==> src/rtl/arb_pkg.sv <==
// Shared types and sizes for the round-robin select arbiter and its picker.
package arb_pkg;

  localparam int NUM_CH = 4;
  localparam int IDX_W  = 2;

  typedef enum logic [1:0] {
    IDLE = 2'd0,
    BUSY = 2'd1,
    GAP  = 2'd2
  } arb_state_e;

endpackage

==> src/rtl/rr_pick4.sv <==
// Combinational round-robin picker: first set request after ptr, wrapping around.
module rr_pick4
  import arb_pkg::*;
(
  input  logic [NUM_CH-1:0] req,
  input  logic [IDX_W-1:0]  ptr,
  output logic [IDX_W-1:0]  idx,
  output logic              any
);

  logic [IDX_W-1:0]  start;
  logic [NUM_CH-1:0] rot;
  logic [IDX_W-1:0]  off;

  assign start = ptr + IDX_W'(1);

  // rot[0] is the highest-priority channel; index arithmetic wraps mod NUM_CH
  always_comb begin
    rot = '0;
    off = '0;
    for (int i = 0; i < NUM_CH; i++) begin
      rot[i] = req[start + IDX_W'(i)];
    end
    for (int i = NUM_CH - 1; i >= 0; i--) begin
      if (rot[i]) off = IDX_W'(i);
    end
  end

  assign idx = start + off;
  assign any = |req;

endmodule

==> src/rtl/rr_select_arbiter.sv <==
// Round-robin arbiter feeding a 2x4 select decoder: one grant at a time,
// held until release/drop/timeout, always followed by an idle gap.
module rr_select_arbiter
  import arb_pkg::*;
#(
  parameter int TIMEOUT = 15,
  parameter int TW      = 4
) (
  input  logic              clk,
  input  logic              rst,
  input  logic [NUM_CH-1:0] req,
  input  logic              done,
  output logic              enable,
  output logic              a0,
  output logic              a1,
  output logic              timeout
);

  localparam logic [TW-1:0] TIMER_LAST = (TIMEOUT > 0) ? TW'(TIMEOUT - 1) : '0;
  localparam logic [TW-1:0] TIMER_MAX  = '1;

  arb_state_e     state_q, state_d;
  logic [TW-1:0]  timer_q, timer_d;
  logic [IDX_W-1:0] ptr_q, ptr_d;
  logic [IDX_W-1:0] idx_q, idx_d;
  logic           enable_q, enable_d;
  logic           timeout_q, timeout_d;

  logic [IDX_W-1:0] pick_idx;
  logic             pick_any;
  logic             release_now;
  logic             timer_hit;

  rr_pick4 u_pick (
    .req (req),
    .ptr (ptr_q),
    .idx (pick_idx),
    .any (pick_any)
  );

  assign release_now = done || !req[idx_q];
  assign timer_hit   = (TIMEOUT != 0) && (timer_q == TIMER_LAST);

  // A release coinciding with the timer limit wins, so no timeout pulse then
  always_comb begin
    state_d   = state_q;
    timer_d   = timer_q;
    ptr_d     = ptr_q;
    idx_d     = idx_q;
    enable_d  = 1'b0;
    timeout_d = 1'b0;
    case (state_q)
      IDLE: begin
        if (pick_any) begin
          idx_d    = pick_idx;
          ptr_d    = pick_idx;
          enable_d = 1'b1;
          timer_d  = '0;
          state_d  = BUSY;
        end
      end
      BUSY: begin
        enable_d = 1'b1;
        if (timer_q != TIMER_MAX) timer_d = timer_q + TW'(1);
        if (release_now) begin
          enable_d = 1'b0;
          state_d  = GAP;
        end else if (timer_hit) begin
          enable_d  = 1'b0;
          timeout_d = 1'b1;
          state_d   = GAP;
        end
      end
      GAP: begin
        state_d = IDLE;
      end
      default: begin
        state_d = IDLE;
      end
    endcase
  end

  // ptr resets to the last channel so the first search starts at channel 0
  always_ff @(posedge clk or posedge rst) begin
    if (rst) begin
      state_q   <= IDLE;
      timer_q   <= '0;
      ptr_q     <= IDX_W'(NUM_CH - 1);
      idx_q     <= '0;
      enable_q  <= 1'b0;
      timeout_q <= 1'b0;
    end else begin
      state_q   <= state_d;
      timer_q   <= timer_d;
      ptr_q     <= ptr_d;
      idx_q     <= idx_d;
      enable_q  <= enable_d;
      timeout_q <= timeout_d;
    end
  end

  assign enable  = enable_q;
  assign a0      = idx_q[1];
  assign a1      = idx_q[0];
  assign timeout = timeout_q;

endmodule

==> config.mk <==
export PLATFORM = sky130hd
export DESIGN_NAME = rr_select_arbiter
export DESIGN_NICKNAME = d
export VERILOG_FILES = /design/src/rtl/arb_pkg.sv /design/src/rtl/rr_pick4.sv /design/src/rtl/rr_select_arbiter.sv
export SDC_FILE = /design/constraint.sdc
export NUM_CORES = 1
export LEC_CHECK = 0
export BUFFER_PORTS_ARGS = -buffer_cell sky130_fd_sc_hd__buf_2
export CAP_MARGIN = 20
export CORE_UTILIZATION = 49
export DETAILED_ROUTE_END_ITERATION = 12
export PLACE_DENSITY = 0.72
export SLEW_MARGIN = 10
export SYNTH_ARGS = -nofsm -noshare
export SYNTH_HDL_FRONTEND = slang
export SYNTH_SLANG_ARGS = --single-unit
==> constraint.sdc <==
create_clock -name clk -period 1.91 [get_ports clk]
set_input_delay 0.191 -clock clk [delete_from_list [all_inputs] [get_ports clk]]
set_output_delay 0.191 -clock clk [all_outputs]
set_load 0.02 [all_outputs]
==> results of run 1 <==
-- final timing paths --
kind / endpoint
min in group asynchronous: idx_q[1]$_DFFE_PP0P_
worst min-delay path: timeout$_DFF_PP0_
worst max register to register: ptr_q[1]$_DFFE_PP1P_
max in group asynchronous: ptr_q[0]$_DFFE_PP1P_
worst max-delay path: ptr_q[1]$_DFFE_PP1P_
worst min register to register: idx_q[1]$_DFFE_PP0P_
-- metrics by stage --
stage | utilization, % | TNS, ns | cells | hold slack [ns] | setup slack, ns
final | 64.70 | 0 | 119 | 0.1909 | 0.007865
after global placement | 57.97 | 0 | 112 | 0.2155 | 0.03855
after floorplan | - | 0 | 85 | 0.05427 | 0.06754
after detailed placement | 57.97 | -0.06782 | 112 | 0.2255 | -0.03704
after CTS | 63.12 | 0 | 119 | 0.1824 | 0.001492
after global routing | 64.70 | -0.2019 | 119 | 0.2147 | -0.1078
-- layer usage --
layer / up-vias / track usage [%] / wire length (microns)
met2: 24 / 35.69 / 804
li1: 335 / - / -
met4: 0 / 5.625 / 10
met1: 320 / 25.91 / 773
met5: - / 0 / 0
met3: 2 / 7.759 / 112
-- final cells by class --
cell class | count | area share (%)
Clock buffer | 4 | 3.723
Timing Repair Buffer | 17 | 11.17
Multi-Input combinational cell | 64 | 49.68
Sequential cell | 12 | 31.07
Tap cell | 16 | 2.054
Inverter | 6 | 2.311
-- state kept, by name, summed over array words and instances (netlist names) --
signal	flops
timer_q	4
timeout	1
enable	1
state_q	2
ptr_q	2
idx_q	2
-- worst max-delay path, stage by stage, from the launching register on --
cell and delay, ns:
dfstp_2 0.42, buf_6 0.13, or3_4 0.32, o221ai_2 0.19
ha_2 0.22, xnor2_2 0.14, and2_1 0.16, mux2i_1 0.08
xnor2_1 0.18
-- logic make-up (layout without fill, tap and decap cells) --
family	Yosys count	after routing	synth area share (%)
compound gates	20	20	18.51
xor+xnor	5	5	5.538
fa+ha+maj	3	3	4.747
buf+inv	9	27	5.063
flops	12	12	38.29
mux	3	3	6.012
simple gates	33	33	21.84
-- cell usage in the layout, fill, tap and decap left out, types with 3 or more instances in the layout --
cell	n
inv_1	6
clkbuf_4	3
nor3_1	4
dfrtp_1	10
nand2b_1	6
nand2_1	6
buf_2	10
o21ai_0	3
a21oi_1	5
nor2_1	6
buf_4	5
xnor2_1	4
-- where the power goes --
group          internal [mW]  switching (mW)  total, mW
combinational          0.426           0.418      0.843
clock                  0.116          0.0800      0.196
sequential             0.375           0.129      0.504
total                  0.917           0.627       1.54
-- timing repair --
item	in CTS	in global routing
gates resized for setup	3	6
hold buffers	1	0
hold endpoints to repair	10	0
pin swaps	1	9
setup endpoints to repair	2	2
buffers inserted	2	0
==> results.cfg, run 1 <==
[timing]
final-hold-violation-count = 0
tightest_slew_ns = 0.4367
slew_headroom_pct = 70.85
skew_ns = 0.004412
period_share_pct = 99.59
rsz0062_at_grt = yes
final.min_clock_period_ns = 1.902
setup_violations = 0
fmax_mhz = 525.7
drv_slew = 0

[detailed_routing]
drt_iter0_drc = 18
ant_nets = 0
vias_per_cell = 5.723
totalWireLength_microns = 1702
drtPass1Iterations = 4
wire_per_inst_microns = 14.30
vias = 681
drcViolationCount = 0

[final_layout]
seq_area_sq_um = 302.8
fin_area_sq_um = 974.7
drive_gt1_share_pct = 33.98
syn_to_final_growth_pct = 23.26
num-nets-final = 114
diodes = 0
multi_input_area_sq_um = 484.2
fill_cells = 123

[power]
ir_drop_v = 0.0009060
p_per_area_nw_per_um2 = 1584
p_leak_nw = 0.4253
p_total_mw = 1.543

[global_routing]
grt_pass1_vias = 648
antenna_found_initial = 0
grt_overflow = 0
grt_util_all_layers_pct = 21.34
grt_max_degree = 13
grt_pass1_wl_microns = 2773

[cts]
numClockSinks = 12
cts_tree = yes
cts_max_level = 1
ctsRootBufferMaster = clkbuf_4
numCtsBuffers = 3
path_clk_slew_ns = 0.07
cts_buffer_depth = 2
clk_latency_ns = 0.27

[placement]
portBuffers = 10
dp.final_hpwl_microns = 1197
place.gp.congestion = 0.7962
placed_area_sq_um = 873.3

[synthesis]
synth_area_sq_um = 790.8
avgSynthCellArea_sq_um = 9.303
synth-seq-cells = 12
synthDistinctLibCells = 32
synth_area_leaders = dfrtp_1 (32%), dfstp_2 (6.6%), xnor2_1 (5.5%)
ys_seq_area_share_pct = 38.29
yosysMostFrequentCell = dfrtp_1
synth_top_area_share_pct = 31.65
synth-main-ff-cell = dfrtp_1
synth_area_leader_cell = dfrtp_1
yosysWarnings = 0
synth_edf_count = 0
syn-num-nets = 95
syn_inst = 85
synthArstFlopShare_pct = 100.0
synthTopCellsByCount = dfrtp_1 (10), nand2_1 (7), inv_1 (6), nand2b_1 (6), nor2_1 (6)

[setup_path]
crit_required_ns = 2.11
critical_path_class = flop to flop
ff2ff_path_depth = 8
crit-reg2reg-launch = ptr_q[0]$_DFFE_PP1P_
worstPathArrival_ns = 2.10
cp_max_fo = 7
end_kind = flop
cp-start-kind = flop
r2r_slack_ns = 0.008
crit_start = ptr_q[0]$_DFFE_PP1P_

[floorplanning]
die_area_sq_um = 1778
num_io_pins = 11
core_area_sq_um = 1506
die_h_microns = 42.17
rows = 14
initial_core_util_pct = 52.49
dieWidth_microns = 42.17

[worst_hold_path]
hold_start = done
holdPathStages = 3
hold_path.class = input pin to flop

[run_status]
status = finished clean

[run]
max-cap-violations = 0
Power figures use the tool's default switching activity.
==> run 2, diff against run 1 <==
--- a/config.mk
+++ b/config.mk
@@ -7,10 +7,11 @@
 export LEC_CHECK = 0
 export BUFFER_PORTS_ARGS = -buffer_cell sky130_fd_sc_hd__buf_2
 export CAP_MARGIN = 20
-export CORE_UTILIZATION = 49
+export CORE_UTILIZATION = 45
 export DETAILED_ROUTE_END_ITERATION = 12
-export PLACE_DENSITY = 0.72
+export PLACE_DENSITY = 0.67
 export SLEW_MARGIN = 10
 export SYNTH_ARGS = -nofsm -noshare
 export SYNTH_HDL_FRONTEND = slang
+export SYNTH_HIERARCHICAL = 1
 export SYNTH_SLANG_ARGS = --single-unit
==> run 2 against run 1 <==
  * Via count fell by 1.2%
  * Sequential power down 3%
  * Total power shrank 1.4%
  * Critical path type unchanged
  * Largest cell class unchanged
  * Highest routed layer unchanged
==> results.cfg, run 2 <==
[run_status]
status = finished clean

[timing]
setup_tns_ns = 0
setup_violations = 0
drv_slew = 0
rsz0062_at_grt = yes
final.min_clock_period_ns = 1.902
period_share_pct = 99.60
skew_ns = 0.003903
slew_headroom_pct = 68.89
fmax_mhz = 525.7
hold_ws_ns = 0.3856
final-hold-violation-count = 0
tightest_slew_ns = 0.4662

[cts]
numClockSinks = 12
cts_max_level = 1
numCtsBuffers = 3
path_clk_slew_ns = 0.08
clk_latency_ns = 0.27
ctsRootBufferMaster = clkbuf_4
cts_buffer_depth = 2
cts_tree = yes

[detailed_routing]
wl_met1_microns = 802
drcViolationCount = 0
wl_met3_microns = 30
vias_per_cell = 5.427
ant_nets = 0
route.met2.wl_microns = 780
highest_layer = met4
vias = 673
wire_per_inst_microns = 13.11
drt_iter0_drc = 3
totalWireLength_microns = 1626
drtPass1Iterations = 3

[setup_path]
crit_buf_inv = 0
cpMostUsedCell = xnor2_1
path_delay_family = flip-flops
cp-start-kind = flop
worst_path_largest_cell_delay_ns = 0.53
worst_path_max_delay_cell = dfstp_2
cp_max_fo = 2
critical_path_class = flop to flop
crit_required_ns = 2.07
worstPathArrival_ns = 2.06
end_kind = flop
crit_path_cell_trace = nand2b_4, a21boi_2, o221ai_1, o21a_1, ha_2, xnor2_2, xnor2_1, xnor2_1, mux2_4

[global_routing]
grt_pass1_vias = 623
grt_util_all_layers_pct = 20.31
grt_pass1_wl_microns = 2780
grt_max_degree = 13
grt_overflow = 0
antenna_found_initial = 0

[floorplanning]
die_area_sq_um = 1990
initial_core_util_pct = 47.84
die_h_microns = 44.61
dieWidth_microns = 44.61
rows = 15
core_area_sq_um = 1708
num_io_pins = 11

[synthesis]
synth_area_leader_cell = dfrtp_1
synthDistinctLibCells = 40
synth_top_area_share_pct = 30.63
yosysMostFrequentCell = dfrtp_1
synth_area_leaders = dfrtp_1 (31%), mux2_1 (6.9%), dfstp_2 (6.4%)
synth_area_sq_um = 817.0
syn_inst = 79
yosysWarnings = 6
synth-main-ff-cell = dfrtp_1
synth_edf_count = 0
avgSynthCellArea_sq_um = 10.34
synthArstFlopShare_pct = 100.0
synth-seq-cells = 12
syn-num-nets = 89
ys_seq_area_share_pct = 37.06
synthTopCellsByCount = dfrtp_1 (10), mux2_1 (5), nor2_1 (5)

[worst_hold_path]
hold_path.class = input pin to flop

[power]
clkPwrFrac_pct = 13.3
p_leak_nw = 0.4548
comb_power_share_pct = 54.6
switching_share_pct = 38.08
power_switching_mw = 0.5794
p_per_area_nw_per_um2 = 1498
seqPwrFrac_pct = 32.1
p_total_mw = 1.521
p_int_mw = 0.9420
ir_drop_v = 0.0009111

[placement]
placed_area_sq_um = 948.4
place.gp.congestion = 0.7776
placed_cells = 118
dp.final_hpwl_microns = 1207
portBuffers = 10

[final_layout]
top_register = timer_q
largest_register_ffs = 4
drive_gt1_share_pct = 39.39
final_cell_mix = dfrtp_1 (10), buf_2 (10), buf_4 (7)
syn_to_final_growth_pct = 24.35
num-nets-final = 110
diodes = 0
fill_cells = 154
layout.cells.non_filler = 124
fin_area_sq_um = 1016

[run]
max-cap-violations = 0
run 2: final cells by class:
class | count | area [sq um] | share of cell area [%]
timing repair buffer | 18 | 112.6 | 11.08
tap | 25 | 31.28 | 3.079
inverter | 4 | 15.01 | 1.478
multi-input combinational | 61 | 518.0 | 50.99
clock buffer | 4 | 36.28 | 3.571
sequential | 12 | 302.8 | 29.80
run 2: kinds of logic after synthesis:
family / share of synthesized area, %
AND/OR/NAND/NOR: 22.66
adder cells (fa/ha/maj): 4.595
buffers and inverters: 3.827
multiplexers: 8.269
XOR/XNOR: 3.217
AO/OA/AOI/OAI: 20.37
flip-flops: 37.06
run 2: worst reg2reg max path: stages, from the launching register on:
cell and delay, ns:
dfstp_2 0.53, nand2b_4 0.12, a21boi_2 0.05, o221ai_1 0.14
o21a_1 0.15, ha_2 0.18, xnor2_2 0.11, xnor2_1 0.15
xnor2_1 0.11, mux2_4 0.26
run 2: final timing paths:
kind | start | endpoint | slack (ns) | cells past startpoint
max | ptr_q[1]$_DFFE_PP1N_ | idx_q[1]$_DFFE_PP0N_ | 0.008 | 9
max reg2reg | ptr_q[1]$_DFFE_PP1N_ | idx_q[1]$_DFFE_PP0N_ | 0.008 | 9
max in group asynchronous | rst | ptr_q[1]$_DFFE_PP1N_ | 1.07 | 3
min reg2reg | idx_q[0]$_DFFE_PP0N_ | idx_q[0]$_DFFE_PP0N_ | 0.57 | 1
min in group asynchronous | rst | timeout$_DFF_PP0_ | 0.49 | 3
min | done | timeout$_DFF_PP0_ | 0.39 | 4
run 2: per-stage QoR:
stage | setup slack [ns] | util (%)
finish | 0.007607 | 59.49
CTS | 0.004400 | 58.90
floorplan | -0.05085 | -
global placement | -0.02400 | 55.53
detailed placement | -0.06056 | 55.53
global route | -0.08873 | 59.49
run 2: timing repair:
action,in CTS,in global routing
setup endpoints to repair,2,2
cloned,0,0
hold buffers,1,0
pin swaps,2,1
resized for setup,1,2
setup buffers,1,0
hold endpoints to repair,10,0
run 2: power groups by stage:
stage	clock network (mW)	logic [mW]	registers [mW]
after floorplan	0	0.601	0.496
after global placement	0	0.760	0.500
after detailed placement	0	0.772	0.499
after CTS	0.209	0.826	0.487
after global routing	0.226	0.913	0.506
final	0.203	0.830	0.488
run 2: layer usage:
layer,up-vias,GRT usage (%)
met5,-,0
met4,0,9.091
met3,2,6.122
met2,5,32.35
met1,330,25.26
li1,336,-
==> run 3, diff against run 2 <==
--- a/config.mk
+++ b/config.mk
@@ -8,8 +8,8 @@
 export BUFFER_PORTS_ARGS = -buffer_cell sky130_fd_sc_hd__buf_2
 export CAP_MARGIN = 20
 export CORE_UTILIZATION = 45
+export CTS_BUF_LIST = sky130_fd_sc_hd__clkbuf_4
 export DETAILED_ROUTE_END_ITERATION = 12
-export PLACE_DENSITY = 0.67
 export SLEW_MARGIN = 10
 export SYNTH_ARGS = -nofsm -noshare
 export SYNTH_HDL_FRONTEND = slang
==> constraint.sdc (replaced) <==
create_clock -name clk -period 2.1 [get_ports clk]
set_input_delay 0.21 -clock clk [delete_from_list [all_inputs] [get_ports clk]]
set_output_delay 0.21 -clock clk [all_outputs]
set_load 0.02 [all_outputs]
==> run 3 against run 2 <==
  * Utilization down 3.6 points
  * Hold slack gained 0.0020 ns
  * First-iteration DRC count rose to 4.0 times the previous value
  * Wire length decreased by 0.62%
  * Non-clock buffer count down 5
  * Highest routed layer unchanged
  * Combinational power is 20% lower
  * Cell count is 4.0% lower
  * Clock skew up 0.0054 ns
==> results.cfg, run 3 (synthesis results as in run 2) <==
[detailed_routing]
vias = 645
vias_per_cell = 5.420
totalWireLength_microns = 1616
drtPass1Iterations = 4
drt_iter0_drc = 12
ant_nets = 0
drcViolationCount = 0
wire_per_inst_microns = 13.58

[cts]
clk_latency_ns = 0.27
cts_buffer_depth = 2
numCtsBuffers = 3
ctsRootBufferMaster = clkbuf_4
numClockSinks = 12
path_clk_slew_ns = 0.09
cts_max_level = 1
cts_tree = yes

[timing]
period_share_pct = 93.57
slew_headroom_pct = 67.90
fmax_mhz = 508.9
hold_ws_ns = 0.3876
final-hold-violation-count = 0
rsz0062_at_grt = no
setup_tns_ns = 0
final.min_clock_period_ns = 1.965
tightest_slew_ns = 0.4810
final.setup.worst_slack_ns = 0.1351
skew_ns = 0.009352
setup_violations = 0
drv_slew = 0

[setup_path]
end_kind = flop
cp-start-kind = flop
crit-reg2reg-launch = ptr_q[1]$_DFFE_PP1N_
setup.worst_path.end = ptr_q[1]$_DFFE_PP1N_
r2r_end = ptr_q[1]$_DFFE_PP1N_
r2r_slack_ns = 0.14
worst_path_max_delay_cell = dfstp_2
worst_path_largest_cell_delay_ns = 0.55
crit_required_ns = 2.31
critical_path_class = flop to flop
crit_path_cell_trace = nand2b_4, a21boi_0, o221ai_1, o21a_1, ha_2, xnor2_2, xnor2_1, xnor2_1, mux2_1
worstPathArrival_ns = 2.17
cp_max_fo = 3
cpMostUsedCell = xnor2_1
crit_start = ptr_q[1]$_DFFE_PP1N_
ff2ff_path_depth = 9

[placement]
pre_cts_ws_ns = 0.1040
dp.final_hpwl_microns = 1183
placed_cells = 114
place.gp.congestion = 0.7589
placed_area_sq_um = 897.1
portBuffers = 10

[final_layout]
final_cell_mix = dfrtp_1 (10), buf_2 (10), nor2_1 (5)
diodes = 0
syn_to_final_growth_pct = 16.85
layout.cells.non_filler = 119
largest_register_ffs = 4
top_register = timer_q
multi_input_area_sq_um = 504.2
drive_gt1_share_pct = 31.91
utilization_pct = 55.90
fill_cells = 165
num-nets-final = 105
fin_area_sq_um = 954.7
seq_area_sq_um = 302.8

[power]
ir_drop_v = 0.0006039
p_leak_nw = 0.4193
p_per_area_nw_per_um2 = 1333
p_total_mw = 1.273

[global_routing]
grt_overflow = 0
grt_util_all_layers_pct = 19.08
antenna_found_initial = 0
grt_pass1_wl_microns = 2780
grt_max_degree = 13
grt_pass1_vias = 606

[worst_hold_path]
hold_start = done
hold_path.class = input pin to flop

[floorplanning]
die_area_sq_um = 1990
dieWidth_microns = 44.61
core_area_sq_um = 1708
die_h_microns = 44.61
num_io_pins = 11
rows = 15
initial_core_util_pct = 47.84

[run_status]
status = finished clean

[run]
max-cap-violations = 0
run 3: area by class of cell:
cell class                 count  area share (%)
multi-input combinational     61           52.82
sequential                    12           31.72
timing repair buffer          13           7.864
tap                           25           3.277
clock buffer                   3           2.359
inverter                       4           1.573
clock inverter                 1          0.3932
run 3: per-layer routing:
metal	routed length (microns)	GRT usage, %
met1	768	26.65
met3	61	3.673
met2	774	29.12
met4	12	7.273
met5	0	0
run 3: worst max-delay path: cells and delay by family, from the launching register on:
| kind | cells | cell delay (ns) |
|---|---|---|
| AO/OA/AOI/OAI | 3 | 0.39 |
| flip-flops | 1 | 0.55 |
| XOR/XNOR | 3 | 0.37 |
| AND/OR/NAND/NOR | 1 | 0.12 |
| adder cells (fa/ha/maj) | 1 | 0.18 |
| multiplexers | 1 | 0.30 |
run 3: report_power, final:
part           internal, mW  switching (mW)  leakage, nW
sequential            0.337           0.119        0.149
clock                0.0687          0.0829       0.0154
combinational         0.353           0.311        0.255
total                 0.759           0.514        0.419
run 3: how the worst min path moves through the flow:
stage	depth (start not counted)	slack (ns)	endpoint
floorplan	1	0.07	enable$_DFF_PP0_
global placement	2	0.25	enable$_DFF_PP0_
finish	4	0.39	timeout$_DFF_PP0_
CTS	4	0.39	timeout$_DFF_PP0_
detailed placement	2	0.25	enable$_DFF_PP0_
global route	4	0.43	timeout$_DFF_PP0_
run 3: timing repair:
| action | in CTS | in global routing |
|---|---|---|
| hold endpoints to repair | 10 | 0 |
| setup endpoints to repair | 0 | 2 |
| setup buffers | 0 | 0 |
| hold buffers | 1 | 0 |
| resized for setup | 0 | 4 |
